File: config.mk
export PLATFORM = sky130hd
export DESIGN_NAME = stream_argmax_flat
export DESIGN_NICKNAME = d
export VERILOG_FILES = /design/src/rtl/stream_argmax_if.sv /design/src/rtl/stream_argmax.sv /design/src/flat_wrapper.sv
export SDC_FILE = /design/constraint.sdc
export NUM_CORES = 1
export LEC_CHECK = 0
export BUFFER_PORTS_ARGS = -buffer_cell sky130_fd_sc_hd__buf_2
export CORE_ASPECT_RATIO = 0.9
export CORE_UTILIZATION = 30
export DETAILED_ROUTE_END_ITERATION = 8
export PLACE_DENSITY_LB_ADDON = 0.2
export SETUP_SLACK_MARGIN = 0.3
export SYNTH_ARGS = -nofsm -noshare
export SYNTH_HDL_FRONTEND = slang
export SYNTH_SLANG_ARGS = --single-unit
File: constraint.sdc
create_clock -name clk -period 8.7 [get_ports clk]
set_clock_uncertainty 0.15 [all_clocks]
set_input_delay 1.305 -clock clk [delete_from_list [all_inputs] [get_ports clk]]
set_output_delay 1.305 -clock clk [all_outputs]
set_load 0.1 [all_outputs]
File: src/rtl/stream_argmax_if.sv
// Handshake bundle for stream_argmax: a beat stream of logits in, a held
// {index, max} result out. The DUT attaches through the slave modport.
interface stream_argmax_if #(
    parameter int DATA_WIDTH = 32,
    parameter int LANES      = 1,
    parameter int IDX_WIDTH  = 4
);
    logic                          in_valid;
    logic                          in_ready;
    logic [LANES*DATA_WIDTH-1:0]   in_data;
    logic                          out_valid;
    logic                          out_ready;
    logic [IDX_WIDTH-1:0]          out_idx;
    logic [DATA_WIDTH-1:0]         out_max;

    modport slave (
        input  in_valid, in_data, out_ready,
        output in_ready, out_valid, out_idx, out_max
    );

    modport master (
        output in_valid, in_data, out_ready,
        input  in_ready, out_valid, out_idx, out_max
    );
endinterface

File: src/rtl/stream_argmax.sv
// Streaming argmax: folds a NUM_ARGS-element vector arriving LANES per beat
// into a running max/index and presents the winner on a held result port.
module stream_argmax #(
    parameter int DATA_WIDTH = 32,
    parameter int NUM_ARGS   = 10,
    parameter int LANES      = 1,
    parameter int SIGNED     = 1,
    parameter int IDX_WIDTH  = (NUM_ARGS > 1) ? $clog2(NUM_ARGS) : 1
) (
    input  logic            clk,
    input  logic            rst_n,
    input  logic            clear,
    stream_argmax_if.slave  bus
);
    localparam int NBEATS = (NUM_ARGS + LANES - 1) / LANES;
    localparam int CNT_W  = (NBEATS > 1) ? $clog2(NBEATS) : 1;

    typedef enum logic {ACCUM, DONE} state_t;

    state_t                  state_q, state_d;
    logic [CNT_W-1:0]        cnt_q, cnt_d;
    logic [DATA_WIDTH-1:0]   max_q, max_d;
    logic [IDX_WIDTH-1:0]    idx_q, idx_d;

    logic [DATA_WIDTH-1:0]   lane_data [LANES];
    logic [DATA_WIDTH-1:0]   beat_max;
    logic [IDX_WIDTH-1:0]    beat_idx;
    logic                    accept;
    logic                    last_beat;

    generate
        for (genvar gi = 0; gi < LANES; gi++) begin : g_lane
            assign lane_data[gi] = bus.in_data[gi*DATA_WIDTH +: DATA_WIDTH];
        end
    endgenerate

    function automatic logic greater(input logic [DATA_WIDTH-1:0] a,
                                     input logic [DATA_WIDTH-1:0] b);
        if (SIGNED != 0) begin
            return $signed(a) > $signed(b);
        end
        return a > b;
    endfunction

    // Lane 0 always holds a real element; later lanes may be final-beat padding.
    always_comb begin : p_reduce
        int base;
        base     = int'(cnt_q) * LANES;
        beat_max = lane_data[0];
        beat_idx = IDX_WIDTH'(base);
        for (int k = 1; k < LANES; k++) begin
            if ((base + k < NUM_ARGS) && greater(lane_data[k], beat_max)) begin
                beat_max = lane_data[k];
                beat_idx = IDX_WIDTH'(base + k);
            end
        end
    end

    assign accept    = bus.in_valid && (state_q == ACCUM);
    assign last_beat = (cnt_q == CNT_W'(NBEATS - 1));

    always_comb begin
        state_d = state_q;
        cnt_d   = cnt_q;
        max_d   = max_q;
        idx_d   = idx_q;
        if (clear) begin
            state_d = ACCUM;
            cnt_d   = '0;
        end else begin
            case (state_q)
                ACCUM: begin
                    if (accept) begin
                        // Beat 0 seeds the running max, so no sentinel value is needed.
                        if ((cnt_q == '0) || greater(beat_max, max_q)) begin
                            max_d = beat_max;
                            idx_d = beat_idx;
                        end
                        if (last_beat) begin
                            cnt_d   = '0;
                            state_d = DONE;
                        end else begin
                            cnt_d = cnt_q + CNT_W'(1);
                        end
                    end
                end
                DONE: begin
                    if (bus.out_ready) begin
                        state_d = ACCUM;
                    end
                end
                default: state_d = ACCUM;
            endcase
        end
    end

    always_ff @(posedge clk or negedge rst_n) begin
        if (!rst_n) begin
            state_q <= ACCUM;
            cnt_q   <= '0;
            max_q   <= '0;
            idx_q   <= '0;
        end else begin
            state_q <= state_d;
            cnt_q   <= cnt_d;
            max_q   <= max_d;
            idx_q   <= idx_d;
        end
    end

    // The running registers double as the result; nothing is accepted in DONE.
    assign bus.in_ready  = (state_q == ACCUM);
    assign bus.out_valid = (state_q == DONE);
    assign bus.out_idx   = idx_q;
    assign bus.out_max   = max_q;
endmodule
File: src/flat_wrapper.sv
// flat-port wrapper written by rule: the top's interface ports become plain ports
module stream_argmax_flat 
#(
    parameter int DATA_WIDTH = 32,
    parameter int NUM_ARGS   = 10,
    parameter int LANES      = 1,
    parameter int SIGNED     = 1,
    parameter int IDX_WIDTH  = (NUM_ARGS > 1) ? $clog2(NUM_ARGS) : 1
)
  (clk, rst_n, clear, bus_in_valid, bus_in_data, bus_out_ready, bus_in_ready, bus_out_valid, bus_out_idx, bus_out_max);
  stream_argmax_if #(.DATA_WIDTH(DATA_WIDTH), .LANES(LANES), .IDX_WIDTH(IDX_WIDTH)) bus_i ();
  input  logic clk;
  input  logic rst_n;
  input  logic clear;
  input wire logic [$bits(bus_i.in_valid)-1:0] bus_in_valid;
  input wire logic [$bits(bus_i.in_data)-1:0] bus_in_data;
  input wire logic [$bits(bus_i.out_ready)-1:0] bus_out_ready;
  output wire logic [$bits(bus_i.in_ready)-1:0] bus_in_ready;
  output wire logic [$bits(bus_i.out_valid)-1:0] bus_out_valid;
  output wire logic [$bits(bus_i.out_idx)-1:0] bus_out_idx;
  output wire logic [$bits(bus_i.out_max)-1:0] bus_out_max;
  assign bus_i.in_valid = bus_in_valid;
  assign bus_i.in_data = bus_in_data;
  assign bus_i.out_ready = bus_out_ready;
  assign bus_in_ready = bus_i.in_ready;
  assign bus_out_valid = bus_i.out_valid;
  assign bus_out_idx = bus_i.out_idx;
  assign bus_out_max = bus_i.out_max;
  stream_argmax #(.DATA_WIDTH(DATA_WIDTH), .NUM_ARGS(NUM_ARGS), .LANES(LANES), .SIGNED(SIGNED), .IDX_WIDTH(IDX_WIDTH)) u_core (.clk(clk), .rst_n(rst_n), .clear(clear), .bus(bus_i));
endmodule
Yosys cells after proc, flatten, opt, wreduce, memory -nomap -nowiden
Index checks and enable logic that the tools add are counted.
{"block": "classes", "reduce_logical": 6, "muxes": 16, "n_bitwise": 2, "add_sub_neg": 1, "eq_ne": 2, "n_lt_le_gt_ge": 2}
{"operator": "$gt 32x32->1", "n": 2}
{"operator": "$mux 4", "n": 4}
{"operator": "$mux 1", "n": 11}
{"operator": "$add 4x1->4 const B", "n": 1}
{"operator": "$eq 4x4->1 const B", "n": 1}
{"operator": "$logic_not 4->1", "n": 1}
{"operator": "$reduce_and 4->1", "n": 1}
{"operator": "$ne 2x2->1 const B", "n": 1}
{"operator": "$not 1->1", "n": 2}
{"operator": "$pmux 1 s2", "n": 1}
{"operator": "$reduce_and 2->1", "n": 1}
{"operator": "$reduce_bool 2->1", "n": 1}
{"operator": "$logic_and 1x1->1", "n": 1}
{"operator": "$logic_or 1x1->1", "n": 1}
{"block": "word_totals", "inputBits": 37, "wordCells": 33, "register_bits": 41}

Longest topological paths before layout
{"block": "depth", "ltp_word": 11, "depth_mapped": 11, "mapped_depth_nobuf": 9}

Worst setup path after synthesis
No wires, ideal clock.
{"block": "synth_path", "kind": "input to register", "from": "in bus_in_data[31]", "to": "reg u_core.max_q[10] (netlist: u_core.bus.out_max[10])", "stages": 9, "arrival_ns": 3.508, "setup_time_ns": 0.126, "path_slack_ns": 4.916, "cell_sequence": "ha_1 -> nand4_2 -> nor4_4 -> or3b_1 -> and4_4 -> o31a_1 -> buf_6 -> buf_12 -> mux2_4"}
{"block": "synth_between", "elab_chain_len": 7}
{"item": "start: declaration", "line": "flat_wrapper.sv:16", "text": "input wire logic [$bits(bus_i.in_data)-1:0] bus_in_data;"}
{"item": "$gt 32x32->1 (on tied branches)", "line": "stream_argmax.sv:42, stream_argmax.sv:40"}
{"item": "$mux 1 (*)", "line": "stream_argmax.sv:42", "text": "return a > b;"}
{"item": "$mux 1 (*)", "line": "stream_argmax.sv:73", "text": "if (accept) begin"}
{"item": "$mux 1 (*)", "line": "stream_argmax.sv:71", "text": "case (state_q)"}
{"item": "$mux 1 (*)", "line": "stream_argmax.sv:67", "text": "if (clear) begin"}
{"item": "$logic_or 1x1->1 (*)", "line": "stream_argmax.sv:75", "text": "if ((cnt_q == '0) || greater(beat_max, max_q)) begin"}
{"item": "$reduce_and 4->1 (no line) (*)"}
{"item": "end signal: assignment", "line": "stream_argmax.sv:106", "text": "max_q <= max_d;"}
{"item": "end: declaration", "line": "stream_argmax.sv:22", "text": "logic [DATA_WIDTH-1:0] max_q, max_d;"}
Mark *: on every way between the ends. The rest lies on a longest branch, timed or not. The select of a mux whose other input is x is not followed.
A chain may end at the register's enable or synchronous reset.

Worst setup path in the final report
{"block": "layout_path", "from": "in bus_in_data[31]", "to": "reg u_core.max_q[3] (netlist: u_core.bus.out_max[3])"}
The elaborated chain is that of the path after synthesis.

==> run metrics <==
status=completed; f_max=roughly 230 MHz; DR WL/cell=between 10 and 15 um; HP Class=reg2reg; final WL=~5400 um; row cnt=31; clock-pin transition on the worst setup and hold timing paths=~0.07 ns; DRC violations left=0; CP bufs+invs=1; cell area after synthesis=around 2600 sq um; synth top area cells=dfrtp_1 39%, ha_1 17%, mux2_4 14%, inv_1 5.3%, mux2_2 3.0%; die area=9040 sq um; top cell type's share of synthesized area=39.5%; vias post-DR=1,873; Final period util=50.2%; post-synthesis sequential area ratio=roughly 40%; Final #Nets=373; Slew headroom=~22%; min Tclk post-route=4.36 ns; DIE HEIGHT=roughly 90 um; CTS root buf=clkbuf_8; synth-to-layout area growth=20.8%; Gates resized, CTS repair=0; CTS tree=done; largest net degree at the start of global routing=42; I/O pin cnt=75; clock buffer depth=2; RSZ-0062 raised after global routing=false; Distinct cells, synth=40; Crit Path Max Fanout=36; WP data arrival=approximately 4.4 ns; HPWL after detailed placement=4190 um; ANT nets after route=0; initial antenna violation count=0; gr ovfl total=0; Initial DRC Count=30; average vias per placed instance=between 4 and 5; first-pass GRT wire length=9340 um; htree depth=2; DRT Pass-1 Iters=4; Port Buf Inserts=74; CTS Buf Count=5; Avg Cell Area, Syn=approximately 12 sq um; Yosys reg bits=41; Final Hold Fails=0; Setup crit end kind=flip-flop; number of global-route vias before repair=just under 2,000; Slew Viols, Final=0; hold_buf cts=0; Core Box Area=8220 sq um; WP data required=between 8 and 9 ns; Worst setup SP type=input port; CP max-delay cell=o31a_2; Synthesized Nets=between 200 and 300; CP Class=in2reg; worst path cell trace=buf_2, ha_1, nand4_2, nor4_4, or3b_1, a41oi_1, o31a_2, mux2_2; gr usage total=a little over an eighth; initial core utilization=approximately a third; Gate Count Post-Synth=about 220; maxcap violations=0; worst slew pin tran=1.18 ns; share of cells above drive strength 1=approximately 39%; most frequent cells in the layout=74 x buf_2, 41 x dfrtp_1, 37 x inv_1; Synth area leader=dfrtp_1; most common cell after layout, fill and taps aside=buf_2; Final setup viols=0; Post-CTS Setup Bufs=0; Final GP Congestion=0.769; CTS Sinks=41; Setup TNS Final=0 ns; CP peak stage delay=about 0.97 ns; Yosys warnings=0; largest delay contributor family on the critical path=compound AO/OA/AOI/OAI gates; # diodes=0; Die Wd=~100 um; clk_lat worst skew=0.29 ns
-- registers in the layout, indices dropped and copies added (netlist names) --
name                  count
u_core.bus.out_max       32
u_core.bus.out_valid      1
u_core.bus.out_idx        4
u_core.cnt_q              4
-- cells by family after synthesis --
kind of cell    synth area share [%]
compound gates                  8.72
xor+xnor                       0.337
fa+ha+maj                       16.9
buf+inv                         7.76
flops                           39.5
mux                             17.5
simple gates                    9.35
-- per-stage QoR --
stage	instances	hold slack [ns]	util, %	worst slack [ns]	instance area [sq um]
2_1_floorplan	224	0.361	-	4.92	2600
3_3_place_gp	409	0.337	37.1	4.12	3050
3_5_place_dp	409	0.335	37.1	4.01	3050
4_1_cts	416	0.357	38.1	4.32	3140
5_1_grt	416	0.385	38.1	4.12	3140
6_report	416	0.350	38.1	4.34	3140
-- synth_stat cells (all sizes together) --
cell,instances
a31o,1
a22o,4
a41oi,1
nand3,4
o22ai,3
xnor2,1
mux2,32
and4,1
or4b,1
and2,1
a21o,1
nand2,9
or3b,1
a22oi,1
ha,35
a21oi,12
a2bb2oi,1
a211oi,1
o211ai,1
a221oi,1
a2111oi,1
nor2b,3
buf,4
nor2,5
nand2b,1
o31ai,1
nor3,2
o21ai,3
nor4,2
o31a,1
dfrtp,41
and3,1
nor4b,1
nand4,8
a21boi,1
inv,37
-- cell type report --
class	count	area (sq um)
well taps	115	144
fillers	852	5090
inverters	37	139
repair buffers	74	370
flip-flops and latches	41	1030
multi-input cells	142	1370
clock buffers	7	86.3
-- worst register-to-register path: cells and delay by family (launching register included) --
family	cells	cell delay [ns]
flip-flops	1	0.38
AND/OR/NAND/NOR	3	0.97
buffers and inverters	1	0.05
AO/OA/AOI/OAI	2	1.23
adder cells (fa/ha/maj)	1	0.34
multiplexers	1	0.43
-- routing by layer --
metal	GRT usage (%)	wire length (um)	share of wire, %
met1	18.2	2690	49
met2	20.7	2420	44
met3	2.63	276	5.1
met4	4.35	64	1.2
met5	0	0	0
-- path summary, 6_finish.rpt --
kind                                     endpoint  cells past startpoint                   start  slack (ns)
max                         u_core.bus.out_max[3]                      8         bus_in_data[31]        4.34
min                         u_core.bus.out_idx[3]                      1   u_core.bus.out_idx[3]        0.35
max reg2reg                 u_core.bus.out_max[3]                      8  u_core.bus.out_max[31]        5.04
min reg2reg                 u_core.bus.out_idx[3]                      1   u_core.bus.out_idx[3]        0.35
max in group asynchronous  u_core.bus.out_max[12]                      1                   rst_n        6.81
min in group asynchronous  u_core.bus.out_max[17]                      1                   rst_n        1.00
Power is left out: the tool's default activity adds up to more than one toggle a clock period on the data nets, which glitch-free logic cannot reach.
